File: config.mk
export PLATFORM = sky130hd
export DESIGN_NAME = md5_msg_padder
export DESIGN_NICKNAME = d
export VERILOG_FILES = /design/src/rtl/md5_pkg.sv /design/src/rtl/md5_block_buf.sv /design/src/rtl/md5_msg_padder.sv
export SDC_FILE = /design/constraint.sdc
export NUM_CORES = 1
export LEC_CHECK = 0
export CAP_MARGIN = 0
export CORE_MARGIN = 2
export CORE_UTILIZATION = 47
export CTS_CLUSTER_SIZE = 25
export DETAILED_ROUTE_END_ITERATION = 16
export PLACE_DENSITY = 0.63
export SYNTH_ARGS = -nofsm -noshare
export SYNTH_HDL_FRONTEND = slang
export SYNTH_SLANG_ARGS = --single-unit
File: constraint.sdc
create_clock -name clk -period 3.5 [get_ports clk]
set_input_delay 0.7 -clock clk [delete_from_list [all_inputs] [get_ports clk]]
set_output_delay 0.7 -clock clk [all_outputs]
set_load 0.02 [all_outputs]
File: src/rtl/md5_pkg.sv
// Shared MD5 definitions: padder state encoding, padding constants and accelerator IVs.
package md5_pkg;

    typedef enum logic [2:0] {
        StClear,
        StLoad,
        StDrain,
        StPad,
        StStart,
        StWait
    } pad_state_e;

    localparam logic [7:0]  MD5_PAD_BYTE    = 8'h80;
    localparam int unsigned MD5_BLOCK_WORDS = 16;

    localparam logic [31:0] MD5_IV_A = 32'h67452301;
    localparam logic [31:0] MD5_IV_B = 32'hefcdab89;
    localparam logic [31:0] MD5_IV_C = 32'h98badcfe;
    localparam logic [31:0] MD5_IV_D = 32'h10325476;

endpackage

File: src/rtl/md5_block_buf.sv
// 16x32 message block register file: byte-lane and word-pair writes, synchronous clear,
// combinational read.
module md5_block_buf
    import md5_pkg::*;
(
    input  logic        clk,
    input  logic        reset,
    input  logic        clear,
    input  logic        byte_we,
    input  logic [5:0]  byte_idx,
    input  logic [7:0]  byte_data,
    input  logic        word_we,
    input  logic [2:0]  word_pair,
    input  logic [63:0] word_data,
    input  logic [3:0]  rd_addr,
    output logic [31:0] rd_data
);

    logic [31:0] mem_q [MD5_BLOCK_WORDS];

    // Word writes cover an aligned pair so the 64-bit little-endian length lands in one go.
    always_ff @(posedge clk or negedge reset) begin
        if (!reset) begin
            for (int i = 0; i < MD5_BLOCK_WORDS; i++) mem_q[i] <= '0;
        end else if (clear) begin
            for (int i = 0; i < MD5_BLOCK_WORDS; i++) mem_q[i] <= '0;
        end else begin
            if (byte_we) begin
                mem_q[byte_idx[5:2]][{byte_idx[1:0], 3'b000} +: 8] <= byte_data;
            end
            if (word_we) begin
                mem_q[{word_pair, 1'b0}] <= word_data[31:0];
                mem_q[{word_pair, 1'b1}] <= word_data[63:32];
            end
        end
    end

    assign rd_data = mem_q[rd_addr];

endmodule

File: src/rtl/md5_msg_padder.sv
// Single-block MD5 front end: collects a byte stream, pads it into a 512-bit block and
// serves the accelerator's word reads until the digest has been delivered.
module md5_msg_padder
    import md5_pkg::*;
#(
    parameter int unsigned MAX_LEN = 55
) (
    input  logic        clk,
    input  logic        reset,
    input  logic [7:0]  in_data,
    input  logic        in_valid,
    input  logic        in_last,
    input  logic        in_empty,
    output logic        in_ready,
    input  logic [3:0]  messageAddress,
    input  logic        mem_read,
    output logic [31:0] messageChunk,
    output logic        start,
    input  logic        hash_valid,
    output logic        busy,
    output logic        length_error
);

    localparam int unsigned LenW = 6;
    localparam logic [LenW-1:0] MaxLen = LenW'(MAX_LEN);

    pad_state_e      state_q, state_d;
    logic [LenW-1:0] len_q, len_d;
    logic            hash_valid_q, hash_valid_d;
    logic            len_err_q, len_err_d;

    logic            buf_clear;
    logic            byte_we;
    logic [7:0]      byte_data;
    logic            word_we;
    logic [63:0]     word_data;

    // Reads are unconditional; the strobe carries no information for the buffer.
    logic unused_mem_read;
    assign unused_mem_read = mem_read;

    always_comb begin
        state_d      = state_q;
        len_d        = len_q;
        hash_valid_d = 1'b0;
        len_err_d    = 1'b0;
        buf_clear    = 1'b0;
        byte_we      = 1'b0;
        byte_data    = in_data;
        word_we      = 1'b0;
        in_ready     = 1'b0;
        start        = 1'b0;
        busy         = 1'b0;

        unique case (state_q)
            StClear: begin
                buf_clear = 1'b1;
                len_d     = '0;
                state_d   = StLoad;
            end
            StLoad: begin
                in_ready = 1'b1;
                if (in_valid) begin
                    if (in_last) begin
                        if (in_empty) begin
                            state_d = StPad;
                        end else if (len_q == MaxLen) begin
                            len_err_d = 1'b1;
                            state_d   = StClear;
                        end else begin
                            byte_we = 1'b1;
                            len_d   = len_q + 1'b1;
                            state_d = StPad;
                        end
                    end else if (!in_empty) begin
                        // A full buffer plus another non-final byte can only end in error.
                        if (len_q == MaxLen) begin
                            state_d = StDrain;
                        end else begin
                            byte_we = 1'b1;
                            len_d   = len_q + 1'b1;
                        end
                    end
                end
            end
            StDrain: begin
                in_ready = 1'b1;
                if (in_valid && in_last) begin
                    len_err_d = 1'b1;
                    state_d   = StClear;
                end
            end
            StPad: begin
                byte_we   = 1'b1;
                byte_data = MD5_PAD_BYTE;
                word_we   = 1'b1;
                state_d   = StStart;
            end
            StStart: begin
                start   = 1'b1;
                busy    = 1'b1;
                state_d = StWait;
            end
            StWait: begin
                busy         = 1'b1;
                hash_valid_d = hash_valid;
                if (hash_valid_q && !hash_valid) state_d = StClear;
            end
            default: state_d = StClear;
        endcase
    end

    // Bit length occupies words 14 (low) and 15 (high, always zero here).
    assign word_data = {55'd0, len_q, 3'b000};

    always_ff @(posedge clk or negedge reset) begin
        if (!reset) begin
            state_q      <= StClear;
            len_q        <= '0;
            hash_valid_q <= 1'b0;
            len_err_q    <= 1'b0;
        end else begin
            state_q      <= state_d;
            len_q        <= len_d;
            hash_valid_q <= hash_valid_d;
            len_err_q    <= len_err_d;
        end
    end

    assign length_error = len_err_q;

    md5_block_buf u_block_buf (
        .clk       (clk),
        .reset     (reset),
        .clear     (buf_clear),
        .byte_we   (byte_we),
        .byte_idx  (len_q),
        .byte_data (byte_data),
        .word_we   (word_we),
        .word_pair (3'd7),
        .word_data (word_data),
        .rd_addr   (messageAddress),
        .rd_data   (messageChunk)
    );

endmodule

==> metrics.md <==
| Metric | Value |
|---|---|
| Hold Vio Cnt, Final | `0` |
| Cell area after layout | `28800 um2` |
| Rows | `84` |
| Syn. warnings | `0` |
| Reg power frac | `0.400` |
| Comb power frac | `0.232` |
| Clock Sinks | `523` |
| Core area | `52600 um2` |
| Antenna Cells | `0` |
| Final period util | `0.962` |
| Filler cells | `4357` |
| Largest net degree at the start of global routing | `97` |
| R2R setup slack | `0.50 ns` |
| Clock Path Buffers | `3` |
| Leading area contributor after synthesis | `dfrtp_1` |
| Wl on met1 | `32.8 mm` |
| Max frequency | `297 MHz` |
| CTS H-tree depth | `2` |
| Post-synth EDFFs | `0` |
| Worst slew pin tran | `1.09 ns` |
| Avg WL per Cell | `28.2 um` |
| Synth Area in Simple Gates | `0.0806` |
| Area contributors post-synth | `dfrtp_1 52%, mux4_2 14%, a22o_1 11%` |
| Total length of routed met3 wires | `6.74 mm` |
| Largest family of logic cells by synthesized area | `compound AO/OA/AOI/OAI gates` |
| Seq/Total Area, Yosys | `0.524` |
| Post-Synth Adder-Cell Area | `0.00251` |
| Pwr dens | `569 nW/um2` |
| Distinct cell type count after synthesis | `58` |
| Synthesized area | `25000 um2` |
| Pre-CTS WS | `-0.0712 ns` |
| Total global routing overflow | `0` |
| NetSw | `0.00540 W` |
| Die W | `234 um` |
| Mux contribution to synthesized area | `0.174` |
| Final min period | `3.37 ns` |
| Mean Syn Cell Area | `13.2 um2` |
| Worst r2r path cells | `4` |
| CTS clk-pin slew, worst paths | `0.06 ns` |
| RSZ-0062 raised after global routing | `false` |
| Vias | `18400` |
| Startpoint Class | `input pin` |
| Crit path capture type | `output pin` |
| Setup Viol. Count Final | `0` |
| Die ar. | `55000 um2` |
| Pleak | `13.1 nW` |
| Port bufs | `53` |
| Area growth from synthesis to layout | `15.5%` |
| Most common cell after layout, fill and taps aside | `dfrtp_1` |
| TritonCTS Buffers | `56` |
| DR iter-0 viols | `2390` |
| Mapped Nets | `1911` |
| Total power draw | `0.0164 W` |
| Worst vdd ir | `379 uV` |
| DRT Pass-1 Iters | `6` |
| Worst r2r src | `len_q[3]` |
| Vias in the first global route | `18600` |
| Clock Skew | `0.0300 ns` |
| Clock power share | `0.368` |
| Dpl cell area | `27000 um2` |
| Worst relative slew slack | `0.271` |
| Critical Path Fanout Max | `26` |
| WS Path Type | `in -> out` |
| ANT nets after route | `0` |
| DIE HEIGHT | `234 um` |
| Final wirelength | `76.5 mm` |
| Layout cells sized above 1 | `0.223` |
| Syn Inst Count | `1887` |
| Status | `complete, no violations` |
| Nets | `2006` |
| Metal2 WL | `34.3 mm` |
| Post-synth top area share | `0.524` |
| Max Cap Viol | `0` |
| CP arrival | `2.67 ns` |
| Top Metal Used | `met5` |
| RePlAce Congestion | `0.873` |
| Initial cell density of the core | `0.475` |
| # DRC | `0` |
| Via density | `6.80` |
| I/O pins | `55` |
| Hpwl dp | `50.8 mm` |
| Worst Setup Slack, final | `0.131 ns` |
| CTS tree | `built` |
| Synth Area in XOR/XNOR | `0.000351` |
| Asr flop ratio synth | `1.00` |
| First-pass GRT wire length | `117 mm` |
| WHS | `0.0482 ns` |
| CP Data Required Time | `2.80 ns` |
| GRT Util Overall | `0.285` |
| Final slew viol count | `0` |
| Internal power | `0.0110 W` |
| Clock root cell | `clkbuf_16` |
| Worst-Skew Late Latency | `0.63 ns` |
| Number of antenna violations at the first check in global routing | `2` |
| Switch share | `0.329` |
| R2R Path End | `u_block_buf.mem_q[197]` |
| Compound-cell area share of the yosys netlist | `0.191` |
| #FFs+latches synth | `523` |
| Min-Delay Path Class | `in -> async` |
| Ys flop type | `dfrtp_1` |
| Most frequent cells in the layout | `523 x dfrtp_1, 324 x a22o_1, 160 x mux4_2, 122 x nand2_1, 115 x buf_4` |
per-layer routing:
layer / GRT usage / up-vias
met5: 0 / -
met4: 0.101 / 2
met3: 0.0623 / 140
met2: 0.421 / 901
met1: 0.417 / 9745
li1: - / 7620
state kept, by name, summed over array words and instances (netlist names):
register and count:
hash_valid_q 1, len_q 6, length_error 1, state_q 3
u_block_buf.mem_q 512
logic make-up (layout without fill, tap and decap cells):
logic type / after synthesis / after routing
compound gates: 575 / 575
flops: 523 / 523
simple gates: 389 / 389
mux: 232 / 232
buf+inv: 162 / 296
fa+ha+maj: 5 / 5
xor+xnor: 1 / 1
critical path, cell delays in order:
cell and delay, ns:
clkbuf_8 0.20, buf_16 0.25, mux4_2 0.62, mux4_2 0.51, dlygate4sd2_1 0.34
how the worst max path moves through the flow:
| stage | startpoint | to | slack, ns | depth (start not counted) |
|---|---|---|---|---|
| 2_1_floorplan | messageAddress[0] | messageChunk[16] | 0.19 | 4 |
| 3_3_place_gp | messageAddress[0] | messageChunk[24] | -0.08 | 5 |
| 3_5_place_dp | messageAddress[0] | messageChunk[14] | -0.07 | 5 |
| 4_1_cts | messageAddress[0] | messageChunk[22] | -0.001 | 6 |
| 5_1_grt | state_q[1] | in_ready | 0.08 | 3 |
| 6_report | messageAddress[0] | messageChunk[25] | 0.13 | 5 |
per-stage QoR:
step	cells	util	TNS [ns]
2_1_floorplan	1887	-	0
3_3_place_gp	2612	0.514	-0.995
3_5_place_dp	2612	0.514	-0.930
4_1_cts	2709	0.548	-0.00124
5_1_grt	2709	0.549	0
6_report	2709	0.549	0
cell usage after synthesis, types with 2 or more instances:
library cell	n
o31ai_1	15
a21oi_1	56
nand3_1	55
a2111oi_2	2
or4_1	3
a211oi_1	5
and4_1	2
o21ai_0	53
nor3_2	8
nand2b_1	15
dfrtp_1	523
and3_1	19
nor2_1	56
nor3b_2	2
buf_1	15
a22o_1	324
clkbuf_1	89
a211oi_4	18
a31oi_1	4
nand4b_1	3
nand3b_1	7
or3b_2	5
mux2i_1	62
and4b_1	2
a32o_1	14
nor3_1	14
and2_0	2
a211oi_2	4
ha_1	5
o211ai_2	3
nand4_1	39
inv_1	12
mux2_2	10
o2bb2ai_1	26
a22oi_1	2
buf_2	42
and2_1	17
mux4_2	160
buf_6	3
o211ai_1	7
or3_1	5
nand2_1	122
nor2b_1	8
and3b_1	2
o22ai_1	34
timing repair:
item | 4_1_cts | 5_1_grt
setup endpoints to repair | 30 | 3
gates resized for setup | 32 | 3
buffers inserted | 0 | 0
hold buffers | 0 | 0
cloned | 0 | 0
power groups by stage:
stage | sequential [W] | combinational (W) | clock [W]
after floorplan | 0.00655 | 0.00232 | 0
after global placement | 0.00664 | 0.00368 | 0
after detailed placement | 0.00665 | 0.00374 | 0
after CTS | 0.00655 | 0.00374 | 0.00613
after global routing | 0.00659 | 0.00401 | 0.00639
final | 0.00656 | 0.00381 | 0.00603
final cells by class:
| cell class | instances | area [um2] | area share |
|---|---|---|---|
| sequential | 523 | 13100 | 0.454 |
| timing repair buffer | 187 | 1750 | 0.0608 |
| tap | 688 | 861 | 0.0299 |
| multi-input combinational | 1202 | 11200 | 0.390 |
| clock buffer | 76 | 1630 | 0.0565 |
| inverter | 12 | 45.0 | 0.00156 |
| clock inverter | 21 | 223 | 0.00773 |
Note: power is estimated with default switching activity, not from simulation.
